--- config.mk ---
export PLATFORM = sky130hd
export DESIGN_NAME = jk_excite_drv
export DESIGN_NICKNAME = d
export VERILOG_FILES = /design/src/rtl/jk_excite_drv.sv
export SDC_FILE = /design/constraint.sdc
export NUM_CORES = 1
export LEC_CHECK = 0
export CAP_MARGIN = 20
export CELL_PAD_IN_SITES_DETAIL_PLACEMENT = 1
export CELL_PAD_IN_SITES_GLOBAL_PLACEMENT = 1
export CORE_MARGIN = 2
export CORE_UTILIZATION = 53
export CTS_BUF_LIST = sky130_fd_sc_hd__clkbuf_8
export DETAILED_ROUTE_END_ITERATION = 8
export DONT_BUFFER_PORTS = 1
export PLACE_DENSITY_LB_ADDON = 0.1
export SLEW_MARGIN = 10
export SYNTH_ARGS = -nofsm -noshare
export SYNTH_HDL_FRONTEND = slang
export SYNTH_SLANG_ARGS = --single-unit
--- constraint.sdc ---
create_clock -name clk -period 2.81 [get_ports clk]
set_input_delay 0.1405 -clock clk [delete_from_list [all_inputs] [get_ports clk]]
set_output_delay 0.1405 -clock clk [all_outputs]
set_load 0.005 [all_outputs]
--- src/rtl/jk_excite_drv.sv ---
// JK register excitation driver: queues target words, drives one J/K pulse per word, then a check cycle.
// Optional readback checking is enabled by defining JK_EXCITE_CHECK_EN.
`timescale 1ns/1ps

module jk_excite_drv #(
    parameter int WIDTH = 4,
    parameter int DEPTH = 4,
    parameter int MODE  = 0
) (
    input  logic             clk,
    input  logic             clr,
    input  logic             in_valid,
    output logic             in_ready,
    input  logic [WIDTH-1:0] in_data,
    input  logic [WIDTH-1:0] q_fb,
    output logic [WIDTH-1:0] j,
    output logic [WIDTH-1:0] k,
    output logic             done,
    output logic             err,
    output logic [7:0]       err_cnt
);

    localparam int AW = (DEPTH > 1) ? $clog2(DEPTH) : 1;
    localparam logic [AW:0] DEPTH_C = (AW+1)'(DEPTH);

    // Handshake: a word transfers on a rising edge where in_valid and in_ready are both 1;
    // in_ready depends only on FIFO occupancy and clr, never on in_valid.
    typedef enum logic [1:0] {
        IDLE  = 2'd0,
        DRIVE = 2'd1,
        CHECK = 2'd2
    } state_t;

    state_t           state;
    state_t           state_nxt;
    logic [WIDTH-1:0] mem [DEPTH];
    logic [AW-1:0]    wr_ptr;
    logic [AW-1:0]    rd_ptr;
    logic [AW:0]      count;
    logic             push;
    logic             pop;
    logic [WIDTH-1:0] head;
    logic [WIDTH-1:0] j_nxt;
    logic [WIDTH-1:0] k_nxt;

    assign in_ready = clr && (count < DEPTH_C);
    assign push     = in_valid && in_ready;
    assign pop      = (state == IDLE) && (count != '0);
    assign head     = mem[rd_ptr];

    // FIFO storage needs no reset: the pointers and count define validity.
    always_ff @(posedge clk) begin
        if (push) begin
            mem[wr_ptr] <= in_data;
        end
    end

    always_ff @(posedge clk or negedge clr) begin
        if (!clr) begin
            wr_ptr <= '0;
            rd_ptr <= '0;
            count  <= '0;
        end else begin
            if (push) begin
                wr_ptr <= wr_ptr + AW'(1);
            end
            if (pop) begin
                rd_ptr <= rd_ptr + AW'(1);
            end
            case ({push, pop})
                2'b10:   count <= count + 1'b1;
                2'b01:   count <= count - 1'b1;
                default: count <= count;
            endcase
        end
    end

    // Excitation from current register value (q_fb) towards the target (head).
    always_comb begin
        j_nxt = '0;
        k_nxt = '0;
        if (MODE == 1) begin
            j_nxt = q_fb ^ head;
            k_nxt = q_fb ^ head;
        end else begin
            j_nxt = ~q_fb & head;
            k_nxt = q_fb & ~head;
        end
    end

    always_ff @(posedge clk or negedge clr) begin
        if (!clr) begin
            state <= IDLE;
        end else begin
            state <= state_nxt;
        end
    end

    always_comb begin
        state_nxt = state;
        case (state)
            IDLE:    state_nxt = (count != '0) ? DRIVE : IDLE;
            DRIVE:   state_nxt = CHECK;
            CHECK:   state_nxt = IDLE;
            default: state_nxt = IDLE;
        endcase
    end

    always_comb begin
        done = 1'b0;
        if (state == CHECK) begin
            done = 1'b1;
        end
    end

    // j/k are loaded only on the IDLE->DRIVE pop, so they are zero outside DRIVE.
    always_ff @(posedge clk or negedge clr) begin
        if (!clr) begin
            j <= '0;
            k <= '0;
        end else if (pop) begin
            j <= j_nxt;
            k <= k_nxt;
        end else if (state == DRIVE) begin
            j <= '0;
            k <= '0;
        end
    end

`ifdef JK_EXCITE_CHECK_EN
    logic [WIDTH-1:0] tgt;

    always_ff @(posedge clk or negedge clr) begin
        if (!clr) begin
            tgt <= '0;
        end else if (pop) begin
            tgt <= head;
        end
    end

    always_ff @(posedge clk or negedge clr) begin
        if (!clr) begin
            err     <= 1'b0;
            err_cnt <= 8'd0;
        end else if ((state == CHECK) && (q_fb != tgt)) begin
            err <= 1'b1;
            if (err_cnt != 8'hFF) begin
                err_cnt <= err_cnt + 8'd1;
            end
        end
    end
`else
    assign err     = 1'b0;
    assign err_cnt = 8'd0;
`endif

endmodule

**Word level (Yosys, flattened, before mapping)**

Memory sizes are Yosys's and may differ from the RTL's.
Index checks and enable logic that the tools add are counted.

- $add $sub $neg: 4
- Magnitude comparators: 1
- Equality and inequality tests: 4
- Mux-type cells: 9
- Bitwise logic cells: 4
- Reductions and logical operators: 7

Operators by type and width:

| operator | number |
|---|---|
| 2-to-1 mux 4 bit | 3 |
| bitwise AND 4 bit | 2 |
| inverter 4 bit | 2 |
| one-hot mux 3 bit (2 select lines) | 1 |
| adder 2 x 1 -> 2 bit, second input constant | 2 |
| == test 2 x 1 -> 1 bit, second input constant | 2 |
| == test 2 bit, second input constant | 2 |
| 2-to-1 mux 1 bit | 4 |
| one-hot mux 2 bit (2 select lines) | 1 |
| nonzero test 2 bit | 2 |
| adder 3 x 1 -> 3 bit, second input constant | 1 |
| logical AND 1 bit | 3 |
| < comparator 3 bit, second input constant | 1 |
| nonzero test 3 bit | 1 |
| subtractor 3 x 1 -> 3 bit, second input constant | 1 |
| logical NOT 2 bit | 1 |

- Register bits after elaboration: 17
- Memory bits (writable): 16
- Output and inout port bits: 19
- Memories: 1

Memories:

| memory | depth | width | read ports | clocked after Yosys merged registers in | wr ports | RTL line | source |
|---|---|---|---|---|---|---|---|
| mem | 4 | 4 | 1 | 0 | 1 | 36 | `logic [WIDTH-1:0] mem [DEPTH];` |

**Logic depth before layout (Yosys ltp)**

Gate-level depths: netlist of the first run.

- Word-level depth: 5
- Gate-level depth with buffers: 10

**Worst setup path before layout of the first run**

Ideal clock, no wire load.

- Path type: flip-flop to flip-flop
- From: reg state[0]
- To: reg count[2]
- Setup time: 0.079 ns
- Arrival time: 1.947 ns
- Required time: 2.731 ns
- Setup slack: 0.784 ns
- Stages on the path, launching flop included: 10
- Buffers on the path: 1
- Path through: dfrtp_1 > nor2_1 > and2_4 > buf_6 > ha_1 > inv_1 > fa_1 > xor2_1 > nor2_1 > xor2_1

- Cells in the longest elaborated chain, start to end: 4

Ends and longest elaborated chain:

| item | RTL line | source |
|---|---|---|
| start, declared | 34 | `state_t state;` |
| start signal, assigned | 95 | `state <= state_nxt;` |
| logical NOT 2 bit * | 48 | `assign pop = (state == IDLE) && (count != '0);` |
| logical AND 1 bit * | 48 |  |
| net pop | 41 | `logic pop;` |
| == test 2 x 1 -> 1 bit / == test 2 bit (equally long branches) | 70 | `case ({push, pop})` |
| one-hot mux 3 bit (2 select lines) / nonzero test 2 bit (equally long branches) | n/a |  |
| end signal, assigned | 71 | `2'b10: count <= count + 1'b1;` |
| end signal, assigned | 72 | `2'b01: count <= count - 1'b1;` |
| end signal, assigned | 73 | `default: count <= count;` |
| end, declared | 39 | `logic [AW:0] count;` |

The timed path passes the listed nets; every way through them passes the cells marked *.
A chain may end at the register's enable or synchronous reset.

**Final worst setup path of the first run**

- From: reg state[0]
- To: reg count[2]

- Cells in the longest elaborated chain, start to end: 4

Ends and longest elaborated chain:

| item | RTL line |
|---|---|
| logical NOT 2 bit * | 48 |
| logical AND 1 bit * | 48 |
| == test 2 x 1 -> 1 bit / == test 2 bit (equally long branches) | 70 |
| one-hot mux 3 bit (2 select lines) / nonzero test 2 bit (equally long branches) | n/a |

Mark *: on every way between the ends. The rest lies on a longest branch, timed or not.

==> metrics.md, run 1 <==
| Metric | Value |
|---|---|
| H-Tree Depth | 2 |
| Mapped Cells | 100 |
| Distinct cells, synth | 25 |
| Die X | 56.87 um |
| Port Buffer Count | 0 |
| Top cells by area, synth | edfxtp_1, dfrtp_1, mux4_2 |
| Global router's overall resource usage | 0.1867 |
| Post-DP HPWL | 1.814 mm |
| Worst-case clock buffer depth | 2 |
| Vias in the first global route | about 850 |
| Nets | between 100 and 150 |
| Hold_ws | approximately 0.0057 ns |
| Final hold violation count | 0 |
| Total gr overflow | 0 |
| Clock Latency Late Sink | 0.28 ns |
| Worst Setup End Kind | register |
| RSZ-0062 raised after global routing | false |
| Initial DRC count | 26 |
| Wire per inst | roughly 19 um |
| Critical path startpoint | state[0] |
| Sequential-to-total area share from yosys stat | 0.6115 |
| Gpl congestion | 0.7555 |
| DP Area | around 1500 um2 |
| Max VDD drop | 0.6540 mV |
| Post-CTS Resized | 0 |
| Share of the synthesized area in the top cell type | 0.3243 |
| Non-filler cells, final | between 100 and 150 |
| Io pins | 30 |
| Syn avg cell area | 14.81 um2 |
| Final setup fails | 0 |
| Yosys warns | 0 |
| Number of detailed-route iterations in the first pass | 4 |
| Mapped Area | about 1500 um2 |
| Max-cap check violation count | 0 |
| Root buffer cell | clkbuf_8 |
| Min-delay src | q_fb[3] |
| Yosys reg bits | 33 |
| Switch share | 0.3537 |
| P per Cell Area | 1070 nW/um2 |
| Worst Hold Path EP | k[3] |
| Die height | 56.87 um |
| Worst slew pin tran | 0.7629 ns |
| Rows | 19 |
| Gate power share | 0.336 |
| WS Path Type | register to register |
| Clock Sinks | 33 |
| DP Worst Slack | about 0.67 ns |
| Final instance area | between 1500 and 2000 um2 |
| Setup crit start kind | register |
| Die Area | 3234 um2 |
| Setup Skew | 0.004554 ns |
| Final Cycle Share | 0.7762 |
| Hold Path Depth | 2 |
| Part of the power in the clock network | 0.193 |
| Worst rel slew slack | 0.4897 |
| Syn-to-layout area delta | 7.855% |
| Fin Setup TNS | 0 ns |
| Cell Count Post-Placement | ~130 |
| P_sw | 0.0006046 W |
| Cell taking the most area after synthesis | edfxtp_1 |
| Reg2Reg Setup Slack | around 0.63 ns |
| Internal power | 0.001105 W |
| Antenna Nets Post-Route | 0 |
| Core area | between 2000 and 3000 um2 |
| Final wirelength | about 2.6 mm |
| # DRC | 0 |
| Cells on worst reg2reg path | 8 |
| Pleak | a little under 0.7 nW |
| First-pass GRT wire length | 4.353 mm |
| Worst hold path class | primary input to register |
| Max-slew violation count | 0 |
| CP max FO | 7 |
| Largest net degree at the start of global routing | 18 |
| Seq pwr share | 0.471 |
| Initial antenna violation count | 0 |
| Worst Path Arrival | 2.39 ns |
| Via/cell ratio | 5.305 |
| Max Clk Rate | 458.5 MHz |
| Initial Util | 0.5466 |
| FF-to-FF Start | state[0] |
| CTS buffer count | 5 |
| Final min period | 2.181 ns |
| Run status | finished clean |
| Critical R2R Capture | count[2] |
| Setup WS post-layout | 0.6288 ns |
| Via count | 748 |
| CTS tree | yes |
| # diodes | 0 |
| CTS clk-pin slew, worst paths | 0.07 ns |
| WP data required | slightly above 3 ns |
| Share of layout cells above drive strength 1 | 0.1273 |
-- flip-flops by register name (all words and copies together), names as in the netlist --
| register | cells |
|---|---|
| wr_ptr | 2 |
| j | 4 |
| rd_ptr | 2 |
| mem | 16 |
| state | 2 |
| count | 3 |
| k | 4 |
-- cell type report --
cell class / instances / area [um2]
well taps: 31 / 38.79
clock buffers: 5 / 68.82
clock inverters: 3 / 13.76
fillers: 245 / 1112
repair buffers: 6 / 60.06
multi-input cells: 53 / 473.0
inverters: 10 / 37.54
flip-flops and latches: 33 / 905.9
-- timing repair --
action / in CTS / in global routing
hold buffers: 6 / 0
endpoints found under the hold margin: 34 / 0
buffers inserted: 0 / 0
-- cell usage after synthesis --
| cell type | n |
|---|---|
| conb_1 | 1 |
| inv_1 | 10 |
| edfxtp_1 | 16 |
| and3_1 | 4 |
| and2_1 | 1 |
| mux2_2 | 1 |
| buf_2 | 1 |
| ha_1 | 5 |
| buf_6 | 2 |
| o2bb2ai_1 | 4 |
| mux4_2 | 4 |
| and2b_1 | 1 |
| fa_1 | 1 |
| nor2b_1 | 2 |
| nand3_1 | 5 |
| o21bai_4 | 1 |
| buf_4 | 9 |
| a32o_1 | 4 |
| mux2i_1 | 1 |
| or3_1 | 1 |
| dfrtp_1 | 17 |
| xnor2_1 | 3 |
| and2_4 | 1 |
| nor2_1 | 2 |
| xor2_1 | 3 |
-- per-stage QoR --
stage | power [W] | util
2_1_floorplan | 0.001267 | -
5_1_grt | 0.001824 | 0.5896
6_report | 0.001709 | 0.5896
3_5_place_dp | 0.001362 | 0.5369
3_3_place_gp | 0.001325 | 0.5369
4_1_cts | 0.001728 | 0.5896
-- layout by cell type (no fill, tap or decap), types with 2 or more instances in the layout --
cell type / netlist / layout
a32o_1: 4 / 4
and3_1: 4 / 4
clkbuf_8: 0 / 5
clkinv_2: 0 / 2
conb_1: 1 / 9
dfrtp_1: 17 / 17
dlygate4sd3_1: 0 / 6
edfxtp_1: 16 / 16
ha_1: 5 / 5
inv_1: 10 / 11
mux4_2: 4 / 4
nand3_1: 5 / 5
nor2_1: 2 / 2
nor2b_1: 2 / 2
o2bb2ai_1: 4 / 4
xnor2_1: 3 / 3
xor2_1: 3 / 3
-- power by group through the flow --
stage	logic, W	registers, W	clock network, W
after floorplan	0.000515	0.000753	0
after global placement	0.000518	0.000807	0
after detailed placement	0.000547	0.000815	0
after CTS	0.000577	0.000809	0.000342
after global routing	0.000635	0.000828	0.000360
final	0.000574	0.000805	0.000330
-- worst max-delay path by stage --
stage,slack (ns),cells after the start,endpoint
finish,0.63,8,count[2]
global route,0.43,8,count[2]
CTS,0.63,8,count[2]
detailed placement,0.67,8,count[2]
global placement,0.74,8,count[2]
floorplan,0.78,9,count[2]
-- cells by family after synthesis --
logic type | share of synthesized area
flops | 0.6115
buf+inv | 0.08952
simple gates | 0.06673
xor+xnor | 0.03548
fa+ha+maj | 0.05574
other cells | 0.002531
compound gates | 0.06334
mux | 0.07517
-- critical path: stages, from the launching register on --
cell	delay, ns
dfrtp_1	0.43
nor2_1	0.35
and2_4	0.26
ha_1	0.19
inv_1	0.06
fa_1	0.40
xor2_1	0.16
nor2_1	0.11
xor2_1	0.15
-- routing by layer --
metal,vias up,track usage,wire length [um]
li1,352,-,-
met1,360,0.2238,1102
met2,32,0.3007,1266
met3,4,0.08525,212
met4,0,0.05980,32
met5,-,0,0
Note: power is estimated with default switching activity, not from simulation.
==> inputs of run 2 (changes only) <==
--- a/config.mk
+++ b/config.mk
@@ -5,11 +5,12 @@
 export SDC_FILE = /design/constraint.sdc
 export NUM_CORES = 1
 export LEC_CHECK = 0
+export ABC_AREA = 1
 export CAP_MARGIN = 20
 export CELL_PAD_IN_SITES_DETAIL_PLACEMENT = 1
 export CELL_PAD_IN_SITES_GLOBAL_PLACEMENT = 1
 export CORE_MARGIN = 2
-export CORE_UTILIZATION = 53
+export CORE_UTILIZATION = 44
 export CTS_BUF_LIST = sky130_fd_sc_hd__clkbuf_8
 export DETAILED_ROUTE_END_ITERATION = 8
 export DONT_BUFFER_PORTS = 1
==> constraint.sdc (replaced) <==
create_clock -name clk -period 1.9 [get_ports clk]
set_input_delay 0.095 -clock clk [delete_from_list [all_inputs] [get_ports clk]]
set_output_delay 0.095 -clock clk [all_outputs]
set_load 0.005 [all_outputs]
==> run 2 against run 1 <==
Against the previous run:
- critical path type unchanged
- count of clock-buffer cells in the layout unchanged
- sequential power grew 34%
- global-route usage increased by 0.12 points
- total power increased by 65%
- fmax is 23% higher
- die area increased by 37%
- sequential share of layout area decreased by 9.1 points
==> metrics.md, run 2 <==
| Metric | Value |
|---|---|
| Largest net degree at the start of global routing | 20 (+2) |
| CTS clk-pin slew, worst paths | 0.07 ns (about the same) |
| CTS tree | yes |
| Cell taking the most area after synthesis | edfxtp_1 |
| Commonest non-fill, non-tap cells in the layout | nand2_1, inv_1, nand3_1 |
| Nets | 223 (+77%) |
| Setup Skew | 0.006780 ns (+0.002226 ns) |
| Vias in the first global route | 1332 (+57%) |
| Post-DP HPWL | 2.547 mm (+40%) |
| Pleak | 0.9706 nW (+42%) |
| # DRC | 0 (unchanged) |
| Number of detailed-route iterations in the first pass | 2 (-2) |
| Final Cycle Share | 0.9314 (+0.1551) |
| Via/cell ratio | 4.831 (-8.9%) |
| Critical path's top delay family | adder cells |
| CTS buffer count | 5 (unchanged) |
| Initial DRC count | 37 (+42%) |
| Share of layout cells above drive strength 1 | 0.1014 (-0.02582) |
| Worst hold path class | primary input to register |
| Distinct cells, synth | 23 (-8.0%) |
| Final setup fails | 0 (unchanged) |
| Gpl congestion | 0.7339 (-2.9%) |
| DP Worst Slack | 0.1730 ns (-0.4927 ns) |
| Port Buffer Count | 0 (unchanged) |
| Largest register FFs | 16 (unchanged) |
| Root buffer cell | clkbuf_8 |
| Cell Count Post-Placement | 237 (+87%) |
| Final wirelength | 3.513 mm (+34%) |
| Worst Path Arrival | 1.94 ns (-0.45 ns) |
| H-Tree Depth | 2 (unchanged) |
| P_sw | 0.001154 W (+91%) |
| Top_reg_cell synth | dfrtp_1 |
| Syn-to-layout area delta | 10.85% |
| Worst rel slew slack | 0.4515 (-0.03826) |
| Critical Path Most Common Cell | nand2_1 |
| Max-slew violation count | 0 (unchanged) |
| Final min period | 1.770 ns (-0.4116 ns) |
| P per Cell Area | 1478 nW/um2 (+38%) |
| Initial Util | 0.4623 (-0.08434) |
| CP Buf/Inv Count | 2 (+1) |
| Gate power share | 0.436 (+0.100) |
| Global router's overall resource usage | 0.1879 (+0.001188) |
| Commonest non-fill, non-tap cell in the layout | nand2_1 |
| Wire per inst | 13.78 um (-26%) |
| Non-filler cells, final | 255 (+81%) |
| Worst-case clock buffer depth | 2 (unchanged) |
| Io pins | 30 (unchanged) |
| Part of the power in the clock network | 0.180 (-0.013) |
| Syn avg cell area | 8.947 um2 (-40%) |
| Die Area | 4420 um2 (+37%) |
| Filler instances | 449 (+83%) |
| CP max FO | 3 (-4) |
| Clock Latency Late Sink | 0.29 ns (about the same) |
| Number of flops mapped to enable cells by yosys | 16 (unchanged) |
| Die X | 66.49 um (+17%) |
| Antenna Nets Post-Route | 0 (unchanged) |
| Worst slew pin tran | 0.8201 ns (+0.05721 ns) |
| Seq pwr share | 0.384 (-0.087) |
| WP data required | 2.08 ns (-0.94 ns) |
| Die height | 66.49 um (+17%) |
| Setup WS post-layout | 0.1304 ns (-0.4984 ns) |
| Delay of the slowest critical-path stage | 0.41 ns (-0.02 ns) |
| Run status | finished clean |
| Setup crit start kind | register |
| Yosys warns | 0 (unchanged) |
| Final hold violation count | 0 (unchanged) |
| Max VDD drop | 1.148 mV (+76%) |
| Via count | 1232 (+65%) |
| Mapped Area | 1718 um2 (+16%) |
| Worst Setup End Kind | register |
| Synth top cells by count | nand2_1, inv_1, nand3_1 |
| Sequential-to-total area share from yosys stat | 0.5273 (-0.08417) |
| FFs w/ async S/R, synth | 0.5152 (unchanged) |
| First-pass GRT wire length | 5.947 mm (+37%) |
| Clock Sinks | 33 (unchanged) |
| CP max stage cell | dfrtp_1 |
| Share of the synthesized area in the top cell type | 0.2797 (-0.04464) |
| Worst-path cell chain | nor2_1 > nand2_1 > inv_2 > ha_1 > inv_1 > fa_1 > nand2_1 > nand3b_1 > xnor2_2 |
| Mapped Cells | 192 (+92%) |
| Core area | 3716 um2 (+37%) |
| Yosys reg bits | 33 (unchanged) |
| Top cells by area, synth | edfxtp_1, dfrtp_1, nand2_1 |
| WS Path Type | register to register |
| Max-cap check violation count | 0 (unchanged) |
| Internal power | 0.001662 W (+50%) |
| Initial antenna violation count | 0 (unchanged) |
| Top reg by flops | mem |
| Count leader, synth | nand2_1 |
| # diodes | 0 (unchanged) |
| Rows | 22 (+3) |
| Total gr overflow | 0 (unchanged) |
| Switch share | 0.4098 (+0.05605) |
| Max Clk Rate | 565.1 MHz (+23%) |
| Largest regs | mem: 16 flops, j: 4 flops, k: 4 flops |
## run 2: cell types whose count changed in the layout (fill, tap and decap cells not counted), moves of 14 or more
cell / before / now
inv_1: 11 / 25
nand2_1: 0 / 59
nand3_1: 5 / 20
nor2_1: 2 / 17
## run 2: power by group through the flow
stage | clock network [W] | registers, W | logic, W
2_1_floorplan | 0 | 0.00105 | 0.00101
3_3_place_gp | 0 | 0.00109 | 0.00110
3_5_place_dp | 0 | 0.00110 | 0.00118
4_1_cts | 0.000514 | 0.00109 | 0.00121
5_1_grt | 0.000546 | 0.00111 | 0.00144
6_report | 0.000507 | 0.00108 | 0.00123
## run 2: area by class of cell
class / count / area [um2] / share of cell area
inverters: 28 / 118.9 / 0.06242
repair buffers: 13 / 120.1 / 0.06307
clock inverters: 3 / 13.76 / 0.007227
well taps: 48 / 60.06 / 0.03154
multi-input cells: 125 / 616.8 / 0.3239
clock buffers: 5 / 68.82 / 0.03614
flip-flops and latches: 33 / 905.9 / 0.4757
## run 2: path summary, 6_finish.rpt
| kind | depth (start not counted) | start | to | slack [ns] |
|---|---|---|---|---|
| setup reg to reg | 9 | state[0] | count[2] | 0.13 |
| min in group asynchronous | 1 | clr | j[3] | 0.34 |
| setup / recovery | 9 | state[0] | count[2] | 0.13 |
| max in group asynchronous | 1 | clr | wr_ptr[0] | 1.04 |
| hold reg to reg | 1 | count[0] | count[0] | 0.51 |
| hold / removal | 4 | q_fb[0] | k[0] | 0.01 |
## run 2: stage by stage
step	area [um2]	setup TNS [ns]	hold slack (ns)	total power [W]	utilization
after floorplan	1748	0	-0.2006	0.002058	-
after global placement	1717	0	-0.1999	0.002188	0.4620
after detailed placement	1717	0	-0.2001	0.002279	0.4620
after CTS	1889	0	0.01384	0.002814	0.5084
after global routing	1904	-0.01353	0.03038	0.003092	0.5125
final	1904	0	0.01162	0.002815	0.5125
## run 2: cell families after synthesis
| logic type | Yosys count | synth area share |
|---|---|---|
| buffers and inverters | 42 | 0.1355 |
| AND/OR/NAND/NOR | 102 | 0.2527 |
| adder cells (fa/ha/maj) | 6 | 0.04807 |
| flip-flops | 33 | 0.5273 |
| XOR/XNOR | 5 | 0.02550 |
| AO/OA/AOI/OAI | 3 | 0.008732 |
| other | 1 | 0.002183 |
## run 2: routing by layer
metal,track usage,vias up,share of wire,wire (um)
li1,-,596,-,-
met3,0.05912,5,0.040,141
met5,0,-,0,0
met4,0.06122,0,0.013,46
met1,0.1919,605,0.38,1350
met2,0.3575,26,0.56,1975
## run 2: worst reg2reg max path, delay by kind of cell (launching register included)
kind	cells	cell delay [ns]
flops	1	0.41
xor+xnor	1	0.15
simple gates	4	0.39
fa+ha+maj	2	0.57
buf+inv	2	0.13
## run 2: repair_timing
action	in CTS	in global routing
hold endpoints to repair	39	0
endpoints found under the setup margin	0	1
setup buffers	0	1
hold buffers	9	0
resized for setup	0	1
==> inputs of run 3 (changes only) <==
--- a/config.mk
+++ b/config.mk
@@ -9,12 +9,13 @@
 export CAP_MARGIN = 20
 export CELL_PAD_IN_SITES_DETAIL_PLACEMENT = 1
 export CELL_PAD_IN_SITES_GLOBAL_PLACEMENT = 1
+export CORE_ASPECT_RATIO = 0.7
 export CORE_MARGIN = 2
 export CORE_UTILIZATION = 44
 export CTS_BUF_LIST = sky130_fd_sc_hd__clkbuf_8
 export DETAILED_ROUTE_END_ITERATION = 8
 export DONT_BUFFER_PORTS = 1
-export PLACE_DENSITY_LB_ADDON = 0.1
+export PLACE_DENSITY = 0.75
 export SLEW_MARGIN = 10
 export SYNTH_ARGS = -nofsm -noshare
 export SYNTH_HDL_FRONTEND = slang
==> run 3 against run 2 <==
Against the previous run:
- count of clock-buffer cells in the layout is the same
- first-iteration DRC count down 11%
- non-clock buffer count down 1
- register-to-register slack gained 0.03 ns
- sequential power is essentially flat
- routed wire length is 0.37% lower
- final area about the same
- fmax increased by 1.7%
- global-route usage shrank 1.2 points
- setup slack better by 0.029 ns
- sequential share of layout area hardly changed
==> metrics.md, run 3 (same netlist as run 2, synthesis figures left out) <==
| Metric | Value |
|---|---|
| Run status | finished clean |
| Top sig layer | met4 |
| Final hold violation count | 0 (unchanged) |
| Share of layout cells above drive strength 1 | 0.1165 (+0.01506) |
| Pleak | 0.9636 nW (-0.72%) |
| P per Cell Area | 1476 nW/um2 (-0.17%) |
| Max-cap check violation count | 0 (unchanged) |
| Delay of the slowest critical-path stage | 0.40 ns (about the same) |
| Final min period | 1.741 ns (-0.02883 ns) |
| DP Area | 1719 um2 (+0.15%) |
| Commonest non-fill, non-tap cells in the layout | nand2_1, inv_1, nand3_1 |
| Clock Latency Late Sink | 0.29 ns (about the same) |
| Io pins | 30 (unchanged) |
| Worst Path Arrival | 1.91 ns (-0.03 ns) |
| Largest net degree at the start of global routing | 20 (unchanged) |
| CP max FO | 3 (unchanged) |
| First-pass GRT wire length | 5.789 mm (-2.7%) |
| Setup WS post-layout | 0.1593 ns (+0.02883 ns) |
| Worst-path cell chain | nor2_1 > nand2_1 > inv_2 > ha_1 > inv_2 > fa_2 > nand2_1 > nand3b_1 > xnor2_2 |
| Antenna Nets Post-Route | 0 (unchanged) |
| CP max stage cell | dfrtp_1 |
| Max-slew violation count | 0 (unchanged) |
| Post-CTS Setup Inserts | 0 (unchanged) |
| CTS tree | yes |
| Top reg by flops | mem |
| Initial DRC count | 33 (-11%) |
| Worst-case clock buffer depth | 2 (unchanged) |
| Wire per inst | 13.67 um (-0.76%) |
| Worst hold path class | primary input to register |
| Worst Setup End Kind | register |
| Gate power share | 0.435 (about the same) |
| Nets | 222 (-0.45%) |
| Global router's overall resource usage | 0.1759 (-0.01198) |
| Number of detailed-route iterations in the first pass | 4 (+2) |
| Met3 wire length | 193 um (+37%) |
| Final setup fails | 0 (unchanged) |
| Initial antenna violation count | 0 (unchanged) |
| Final wirelength | 3.500 mm (-0.37%) |
| DP Worst Slack | 0.08885 ns (-0.08414 ns) |
| Initial Util | 0.4738 (+0.01149) |
| Core area | 3626 um2 (-2.4%) |
| Part of the power in the clock network | 0.174 (-0.006) |
| Die height | 56.28 um (-15%) |
| RSZ-0062 raised after global routing | false |
| Syn-to-layout area delta | 10.93% (about the same) |
| Setup Skew | 0.009899 ns (+0.003119 ns) |
| Clock Sinks | 33 (unchanged) |
| Setup crit start kind | register |
| Worst slew pin tran | 0.7818 ns (-0.03826 ns) |
| Reg2Reg Setup Slack | 0.16 ns (+0.03 ns) |
| P_sw | 0.001152 W (-0.18%) |
| Metal2 WL | 1.752 mm (-11%) |
| Fin Setup TNS | 0 ns (unchanged) |
| Final Cycle Share | 0.9162 (-0.01517) |
| Max VDD drop | 0.8447 mV (-26%) |
| Port Buffer Count | 0 (unchanged) |
| Final instance area | 1906 um2 (about the same) |
| Worst rel slew slack | 0.4770 (+0.02559) |
| Commonest non-fill, non-tap cell in the layout | nand2_1 |
| Rows | 18 (-18%) |
| H-Tree Depth | 2 (unchanged) |
| Largest regs | mem: 16 flops, j: 4 flops, k: 4 flops |
| Max Clk Rate | 574.5 MHz (+1.7%) |
| Gpl congestion | 0.7564 (+3.1%) |
| Via count | 1206 (-2.1%) |
| CTS clk-pin slew, worst paths | 0.07 ns (about the same) |
| Root buffer cell | clkbuf_8 |
| # DRC | 0 (unchanged) |
| Die Area | 4428 um2 (+0.18%) |
| Seq pwr share | 0.391 (+0.007) |
| Die X | 78.69 um (+18%) |
| Largest register FFs | 16 (unchanged) |
| WP data required | 2.07 ns (about the same) |
| WS Path Type | register to register |
| # diodes | 0 (unchanged) |
| CTS buffer count | 5 (unchanged) |
| Met1 wire length | 1.517 mm (+12%) |
| Post-DP HPWL | 2.654 mm (+4.2%) |
| Total gr overflow | 0 (unchanged) |
| Internal power | 0.001661 W (about the same) |
| Vias in the first global route | 1272 (-4.5%) |
| Switch share | 0.4094 (about the same) |
| Via/cell ratio | 4.711 (-2.5%) |
## run 3: metal layers
metal | up-vias | global-route usage
met3 | 7 | 0.07235
met2 | 28 | 0.3065
li1 | 594 | -
met1 | 577 | 0.1996
met4 | 0 | 0.04762
met5 | - | 0
## run 3: repair_timing
item | 4_1_cts | 5_1_grt
setup endpoints to repair | 0 | 2
endpoints found under the hold margin | 39 | 0
hold buffers | 9 | 0
resized for setup | 0 | 5
## run 3: area by class of cell
| cell class | instances | area (um2) |
|---|---|---|
| clock buffers | 5 | 68.82 |
| clock inverters | 3 | 13.76 |
| fillers | 438 | 1720 |
| inverters | 28 | 118.9 |
| multi-input cells | 125 | 621.8 |
| flip-flops and latches | 33 | 907.1 |
| well taps | 50 | 62.56 |
| repair buffers | 12 | 112.6 |
## run 3: metrics by stage
stage / util / instances / total power, W / hold slack [ns]
floorplan: - / 200 / 0.002058 / -0.2006
global placement: 0.4741 / 239 / 0.002172 / -0.2000
detailed placement: 0.4741 / 239 / 0.002296 / -0.2000
CTS: 0.5217 / 256 / 0.002810 / 0.003368
global route: 0.5255 / 256 / 0.003073 / 0.01684
finish: 0.5255 / 256 / 0.002812 / 0.007439
## run 3: power groups by stage
stage	registers [W]	clock network [W]	logic [W]
2_1_floorplan	0.00105	0	0.00101
3_3_place_gp	0.00109	0	0.00108
3_5_place_dp	0.00111	0	0.00119
4_1_cts	0.00109	0.000501	0.00122
5_1_grt	0.00113	0.000535	0.00141
6_report	0.00110	0.000491	0.00122
## run 3: worst max-delay path, delay by kind of cell, from the launching register on
| family | cells | cell delay (ns) |
|---|---|---|
| fa+ha+maj | 2 | 0.53 |
| simple gates | 4 | 0.42 |
| flops | 1 | 0.40 |
| xor+xnor | 1 | 0.16 |
| buf+inv | 2 | 0.12 |
## run 3: worst paths after layout
check | startpoint | endpoint | cells past startpoint
worst max-delay path | state[0] | count[2] | 9
worst min-delay path | q_fb[0] | k[0] | 4
worst max register to register | state[0] | count[2] | 9
worst min register to register | count[0] | count[0] | 1
max in group asynchronous | clr | count[2] | 1
min in group asynchronous | clr | k[3] | 1
